`src/rtl/ws2812b_chain.sv`:
```
// WS2812B daisy-chain driver: streams N_LEDS GRB pixels from an internal frame
// buffer with programmable bit timing, a latch gap and optional auto-refresh.
module ws2812b_chain #(
  parameter int N_LEDS       = 8,
  parameter int ADDR_W       = 3,
  parameter int BIT_CYC      = 15,
  parameter int T0H_CYC      = 4,
  parameter int T1H_CYC      = 9,
  parameter int RST_CYC      = 720,
  parameter int AUTO_REFRESH = 0
) (
  input  logic              clk,
  input  logic              rst_n,
  input  logic              wr_en,
  input  logic [ADDR_W-1:0] wr_addr,
  input  logic [23:0]       wr_data,
  input  logic              start,
  output logic              busy,
  output logic              done,
  output logic              sig,
  output logic [2:0]        dbg_state
);

  // Handshake: start is a one-cycle request honoured only while idle and busy=0
  // (never queued); busy covers the whole frame incl. the latch gap; done pulses
  // once when the gap completes. sig/busy/done are registered from the state.

  localparam int CYC_W = (BIT_CYC > 1) ? $clog2(BIT_CYC) : 1;
  localparam int LAT_W = (RST_CYC > 1) ? $clog2(RST_CYC) : 1;
  localparam int PIX_W = (N_LEDS > 1)  ? $clog2(N_LEDS)  : 1;

  typedef enum logic [2:0] {
    S_IDLE  = 3'd0,
    S_LOAD  = 3'd1,
    S_HIGH  = 3'd2,
    S_LOW   = 3'd3,
    S_LATCH = 3'd4
  } state_t;

  state_t             r_state;
  state_t             w_state_nxt;
  logic [23:0]        r_fb [N_LEDS];
  logic [23:0]        r_shift;
  logic [CYC_W-1:0]   r_cyc;
  logic [4:0]         r_bit;
  logic [PIX_W-1:0]   r_pix;
  logic [LAT_W-1:0]   r_lat;
  logic               r_sig;
  logic               r_busy;
  logic               r_done;

  logic [CYC_W-1:0]   w_hi_last;
  logic               w_hi_end;
  logic               w_bit_end;
  logic               w_last_bit;
  logic               w_last_pix;
  logic               w_lat_end;
  logic [PIX_W-1:0]   w_load_idx;
  logic [23:0]        w_load_word;
  logic [23:0]        w_load_grb;

  assign busy      = r_busy;
  assign done      = r_done;
  assign sig       = r_sig;
  assign dbg_state = r_state;

  assign w_hi_last  = r_shift[23] ? CYC_W'(T1H_CYC - 1) : CYC_W'(T0H_CYC - 1);
  assign w_hi_end   = (r_cyc == w_hi_last);
  assign w_bit_end  = (r_cyc == CYC_W'(BIT_CYC - 1));
  assign w_last_bit = (r_bit == 5'd23);
  assign w_last_pix = (r_pix == PIX_W'(N_LEDS - 1));
  assign w_lat_end  = (r_lat == LAT_W'(RST_CYC - 1));

  // Word stored as {R,G,B}; the wire wants G first.
  assign w_load_grb = {w_load_word[15:8], w_load_word[23:16], w_load_word[7:0]};

  always_comb begin
    w_load_idx  = (r_state == S_LOAD) ? '0 : r_pix + PIX_W'(1);
    w_load_word = '0;
    for (int i = 0; i < N_LEDS; i++) begin
      if (w_load_idx == PIX_W'(i)) w_load_word = r_fb[i];
    end
  end

  always_comb begin
    w_state_nxt = r_state;
    case (r_state)
      S_IDLE:  if ((AUTO_REFRESH != 0) || (start && !r_busy)) w_state_nxt = S_LOAD;
      S_LOAD:  w_state_nxt = S_HIGH;
      S_HIGH:  if (w_hi_end) w_state_nxt = S_LOW;
      S_LOW: begin
        if (w_bit_end) begin
          w_state_nxt = (w_last_bit && w_last_pix) ? S_LATCH : S_HIGH;
        end
      end
      S_LATCH: begin
        if (w_lat_end) w_state_nxt = (AUTO_REFRESH != 0) ? S_LOAD : S_IDLE;
      end
      default: w_state_nxt = S_IDLE;
    endcase
  end

  always_ff @(posedge clk) begin
    if (!rst_n) begin
      r_state <= S_IDLE;
      r_shift <= '0;
      r_cyc   <= '0;
      r_bit   <= '0;
      r_pix   <= '0;
      r_lat   <= '0;
      r_sig   <= 1'b0;
      r_busy  <= 1'b0;
      r_done  <= 1'b0;
      for (int i = 0; i < N_LEDS; i++) r_fb[i] <= '0;
    end else begin
      r_state <= w_state_nxt;
      r_sig   <= (r_state == S_HIGH);
      r_busy  <= (r_state != S_IDLE);
      r_done  <= (r_state == S_LATCH) && w_lat_end;

      for (int i = 0; i < N_LEDS; i++) begin
        if (wr_en && (wr_addr == ADDR_W'(i))) r_fb[i] <= wr_data;
      end

      // r_cyc spans HIGH and LOW so the pair always totals BIT_CYC.
      if ((r_state == S_HIGH) || ((r_state == S_LOW) && !w_bit_end)) begin
        r_cyc <= r_cyc + CYC_W'(1);
      end else begin
        r_cyc <= '0;
      end

      r_lat <= ((r_state == S_LATCH) && !w_lat_end) ? r_lat + LAT_W'(1) : '0;

      case (r_state)
        S_LOAD: begin
          r_shift <= w_load_grb;
          r_bit   <= '0;
          r_pix   <= '0;
        end
        S_LOW: begin
          if (w_bit_end) begin
            if (w_last_bit) begin
              r_bit <= '0;
              if (!w_last_pix) begin
                r_pix   <= r_pix + PIX_W'(1);
                r_shift <= w_load_grb;
              end
            end else begin
              r_bit   <= r_bit + 5'd1;
              r_shift <= {r_shift[22:0], 1'b0};
            end
          end
        end
        default: ;
      endcase
    end
  end

endmodule
```
`config.mk`:
```
export PLATFORM = sky130hd
export DESIGN_NAME = ws2812b_chain
export DESIGN_NICKNAME = d
export VERILOG_FILES = /design/src/rtl/ws2812b_chain.sv
export SDC_FILE = /design/constraint.sdc
export NUM_CORES = 1
export LEC_CHECK = 0
export CAP_MARGIN = 15
export CORE_MARGIN = 1
export CORE_UTILIZATION = 40
export CTS_CLUSTER_SIZE = 28
export DETAILED_ROUTE_END_ITERATION = 7
export PLACE_DENSITY = 0.52
export SLEW_MARGIN = 30
export SYNTH_ARGS = -nofsm -noshare
export SYNTH_HDL_FRONTEND = slang
export SYNTH_SLANG_ARGS = --single-unit
export TNS_END_PERCENT = 5
```
`constraint.sdc`:
```
create_clock -name clk -period 3.8 [get_ports clk]
set_input_delay 0.76 -clock clk [delete_from_list [all_inputs] [get_ports clk]]
set_output_delay 0.76 -clock clk [all_outputs]
set_load 0.1 [all_outputs]
```
# Yosys cells after proc, flatten, opt, wreduce, memory -nomap -nowiden
# Memories as Yosys holds them, arrays and structs flattened.
# Cells that the tools add are included.
# op_classes
n_bitwise,8
reduce_logical,28
div_mod_pow,0
shifts,0
magnitude_cmp,0
eq_ne,30
n_mux,60
addsub,4
n_mul,0
# op_table
cell,n
$mux 24,19
$pmux 24 s2,1
$eq 3x3->1 const B,10
$mux 3,9
$mux 1,25
$eq 3x2->1 const B,6
$pmux 3 s5,1
$logic_and 1x1->1,13
$ne 2x2->1 const B,6
$add 10x1->10 const B,1
$eq 10x10->1 const B,1
$mux 5,2
$pmux 5 s2,1
$eq 3x1->1 const B,3
$logic_not 3->1,3
$or 1x1->1,8
$reduce_and 4->1,2
$pmux 3 s2,1
$reduce_and 2->1,3
$add 5x1->5 const B,1
$eq 5x5->1 const B,1
$add 4x1->4 const B,1
$eq 4x4->1,1
$eq 4x4->1 const B,1
8 further kinds,10
# word_totals
inputBits,31
n_memories,1
ram_bits,192
ff_bits,52
mem_bits_ro,0
latchBits,0
output_inout_bits,6
word_cells,140
# mem_list
name,depth,width,rd,rd_ports_with_merged_regs,write_ports,line_no,text
r_fb,8,24,8,0,8,42,logic [23:0] r_fb [N_LEDS];

# Logic depth before layout (Yosys ltp)
# depth
ltp_word,15
depth_mapped,9
mapped_depth_nobuf,7

# Worst setup path after synthesis
# No wires, ideal clock.
# synth_timing
path_kind,register -> register
startpoint,register r_state[0] (netlist: dbg_state[0])
endpoint,register r_shift[18]
setup_slack_ns,1.043
period_less_slack_ns,2.757
arrival_time_ns,2.640
required_ns,3.683
path_stages_with_launch,9
setup_ns,0.117
n_path_buf,3
cell_sequence,dfxtp_1 -> buf_4 -> or3b_4 -> and2_1 -> buf_6 -> buf_6 -> a311oi_1 -> o221ai_1 -> a32o_1
# synth_via
elab_chain_cells,15
elab_cells_between_ends,27
cone_classes,eq/ne (11); mux (13); reduce/logical (3)
# synth_rtl
element,line_no,text
from (decl),40,state_t r_state;
from (signal assigned),116,r_state <= w_state_nxt;
$eq 3x1->1,"78, 134",
$mux 3,78,w_load_idx = (r_state == S_LOAD) ? '0 : r_pix + PIX_W'(1);
$logic_not 3->1,81,if (w_load_idx == PIX_W'(i)) w_load_word = r_fb[i];
$mux 24 (8 in series),81,
$mux 24,144,if (!w_last_pix) begin
$mux 24,142,if (w_last_bit) begin
$mux 24,141,if (w_bit_end) begin
$pmux 24 s2,134,case (r_state)
to (signal assigned),136,r_shift <= w_load_grb;
to (signal assigned),146,r_shift <= w_load_grb;
to (signal assigned),150,"r_shift <= {r_shift[22:0], 1'b0};"
to (decl),43,logic [23:0] r_shift;
# Parallel ways exist; a longest one is shown, timed or not. The select of a mux whose other input is x is not followed.
# A chain may end at the register's enable or synchronous reset.

# Worst setup path after layout
# layout_timing
startpoint,register r_state[2] (netlist: dbg_state[2])
endpoint,output port dbg_state[2]
# layout_lines
element,line_no,text
to (decl),21,output logic [2:0] dbg_state
# No word-level cell between the ends.

==> flow_summary.toml <==
[layout]
antennaDiodeCount = 0
final_cell_mix = "edfxtp_1, nor2_1, nand2_1, dfxtp_1"
area.growth.synth_to_final_pct = 15.5
fin_util = 0.472
nNetsFinal = 1102
drive_gt1_frac = 0.132
multiInputGateArea_um2 = 4200
fill_cells = 2594
seq_area_um2 = 6810
final_common_cell = "edfxtp_1"

[cts]
hold_buffers = 0
path_clk_slew_ps = 60
cts_buffer_depth = 3
post_cts_buffers = 0
cts_buffers = 28
clk_latency_ps = 540
cts_tree = "done"
cts-root-buf = "clkbuf_16"
cts_resized = 0
cts.sinks = 244
cts_max_level = 1

[route]
drtIter0Drc = 684
num_vias = 8358
viasPerCell = 5.71
drc = 0
wl_um = 31900
dr.pass1.iters = 5
ant_nets = 0
avgRoutedWirePerCell_um = 21.8

[timing]
fmax_ghz = 0.321
holdWs_ps = 454
setup_viol = 0
fin_skew_ps = 13.5
slew_headroom = 0.356
worst_slew_pin_slew_ps = 964
finalHoldViolCount = 0
drv_slew = 0
finalSetupTns_ps = 0
rsz0062_at_grt = "false"
timing.final.crit_share = 0.819
period_needed_ps = 3110

[hold_path]
hold_class = "reg -> reg"
hp-start = "r_lat[0]"

[global_route]
antenna_found_initial = 0
grt_pass1_wl_um = 48900
grt_pass1_vias = 8026
grt_max_degree = 72
grt_usage = 0.224
grt-ovfl-total = 0

[setup_path]
reg2reg_from = "r_pix[0]"
crit_type = "reg -> out"
cp_slowest_cell = "clkdlybuf4s50_1"
endpoint_kind = "primary output"
startpoint_type = "register"
cp_num_buf_inv = 1
worstPathCellList = "clkdlybuf4s50_1"
cp_top_family = "buffers and inverters"
crit_path_max_incr_delay_ps = 1220
crit_path_start = "dbg_state[2]"
arrival_ps = 2350
cp.required_ps = 3040
crit_fanout = 12

[synth]
synth_nets = 1073
synth_flop_cell = "edfxtp_1"
synth-edff-count = 192
synth_cell_types = 57
seq_area_frac_synth = 0.596
synth_warnings = 0
syn_area_per_cell_um2 = 11.0
synth_area_um2 = 11400
ys_ff_latch = 244
async_flop_share = 0
syn-instance-count = 1036

[floorplan]
rows = 61
die_area_um2 = 29200
core-area_um2 = 27900
die_width_um = 171
ioPinCount = 37
start_util = 0.409
die_y_um = 171

[power]
power_w = 0.00655
p_per_area_nw_per_um2 = 497
power.leakage_nw = 4.66
ir_worst_vdd_v = 0.000356

[placement]
buffer_ports.inserted = 36
hpwl_um = 18800
gp_congestion = 0.749

[run_status]
status = "finished clean"

[flow_run]
drv_cap = 0
[final timing paths]
| path | end | slack, ps | cells past startpoint |
|---|---|---|---|
| worst min-delay path | r_lat[0] | 450 | 1 |
| worst max-delay path | dbg_state[2] | 690 | 1 |
| worst max register to register | r_shift[7] | 1020 | 8 |
| worst min register to register | r_lat[0] | 450 | 1 |
[through the flow]
stage | setup slack [ps] | std cells | cell area, um^2
after global placement | 1070 | 1413 | 12300
final | 689 | 1465 | 13200
after CTS | 666 | 1465 | 13200
after detailed placement | 1020 | 1413 | 12300
after global routing | 608 | 1465 | 13200
after floorplan | 1040 | 1036 | 11400
[sequential cells by signal (all words and copies together) (netlist names)]
| name | count |
|---|---|
| r_fb | 192 |
| r_shift | 24 |
| r_lat | 10 |
| r_bit | 5 |
| r_cyc | 4 |
| dbg_state | 3 |
| r_pix | 3 |
| busy | 1 |
| done | 1 |
| sig | 1 |
[report_power, final]
group          leakage [nW]  internal, W  total, W  switching [W]
Clock                 0.410      0.00145   0.00249        0.00103
Combinational          1.97     0.000315  0.000873       0.000558
Sequential             2.28      0.00310   0.00319      0.0000975
Total                  4.66      0.00486   0.00655        0.00169
[per-layer routing]
| layer | up-vias | track usage | part of all wire |
|---|---|---|---|
| met5 | - | 0 | 0 |
| met4 | 0 | 0.0652 | 0.028 |
| met3 | 59 | 0.0317 | 0.058 |
| met2 | 258 | 0.347 | 0.45 |
| met1 | 4123 | 0.324 | 0.47 |
| li1 | 3918 | - | - |
[synthesized netlist by cell type, drive strengths merged (3+ instances only)]
| cell type | number | share of area |
|---|---|---|
| ha | 6 | 0.0066 |
| nand2 | 77 | 0.025 |
| xnor2 | 6 | 0.0046 |
| a311oi | 22 | 0.017 |
| dfxtp | 52 | 0.091 |
| a21oi | 28 | 0.012 |
| a32o | 23 | 0.020 |
| o21ai | 27 | 0.012 |
| nand3 | 39 | 0.017 |
| xor2 | 3 | 0.0023 |
| nand4b | 24 | 0.018 |
| edfxtp | 192 | 0.50 |
| mux2 | 24 | 0.024 |
| a21o | 24 | 0.016 |
| nor2b | 10 | 0.0055 |
| nand2b | 30 | 0.016 |
| clkbuf | 70 | 0.023 |
| and2 | 3 | 0.0016 |
| nor2 | 170 | 0.056 |
| inv | 29 | 0.0095 |
| or3b | 24 | 0.019 |
| and3 | 25 | 0.014 |
| nor3 | 6 | 0.0026 |
| buf | 15 | 0.0080 |
| o22ai | 4 | 0.0022 |
| nor4bb | 3 | 0.0026 |
| nand4 | 4 | 0.0022 |
| a211oi | 46 | 0.030 |
| o221ai | 22 | 0.017 |
[worst register-to-register path, delay by kind of cell (launching register included)]
| family | cells | cell delay, ps |
|---|---|---|
| compound gates | 3 | 440 |
| fa+ha+maj | 2 | 770 |
| buf+inv | 1 | 320 |
| flops | 1 | 470 |
| simple gates | 2 | 700 |
[final cells by class]
cell class / instances / area share
well taps: 378 / 0.0359
clock inverters: 15 / 0.00655
repair buffers: 84 / 0.0569
clock buffers: 37 / 0.0573
flip-flops and latches: 244 / 0.516
inverters: 29 / 0.00825
multi-input cells: 678 / 0.319
[cells by family (layout without fill, tap and decap cells)]
logic type      after synthesis  count (layout)  share of synthesized area
simple gates                425             425                      0.188
flops                       244             244                      0.596
compound gates              213             213                      0.138
buf+inv                     114             165                     0.0405
mux                          25              25                     0.0245
xor+xnor                      9               9                    0.00690
fa+ha+maj                     6               6                    0.00657
No activity file was read; power rests on OpenSTA's default activity.
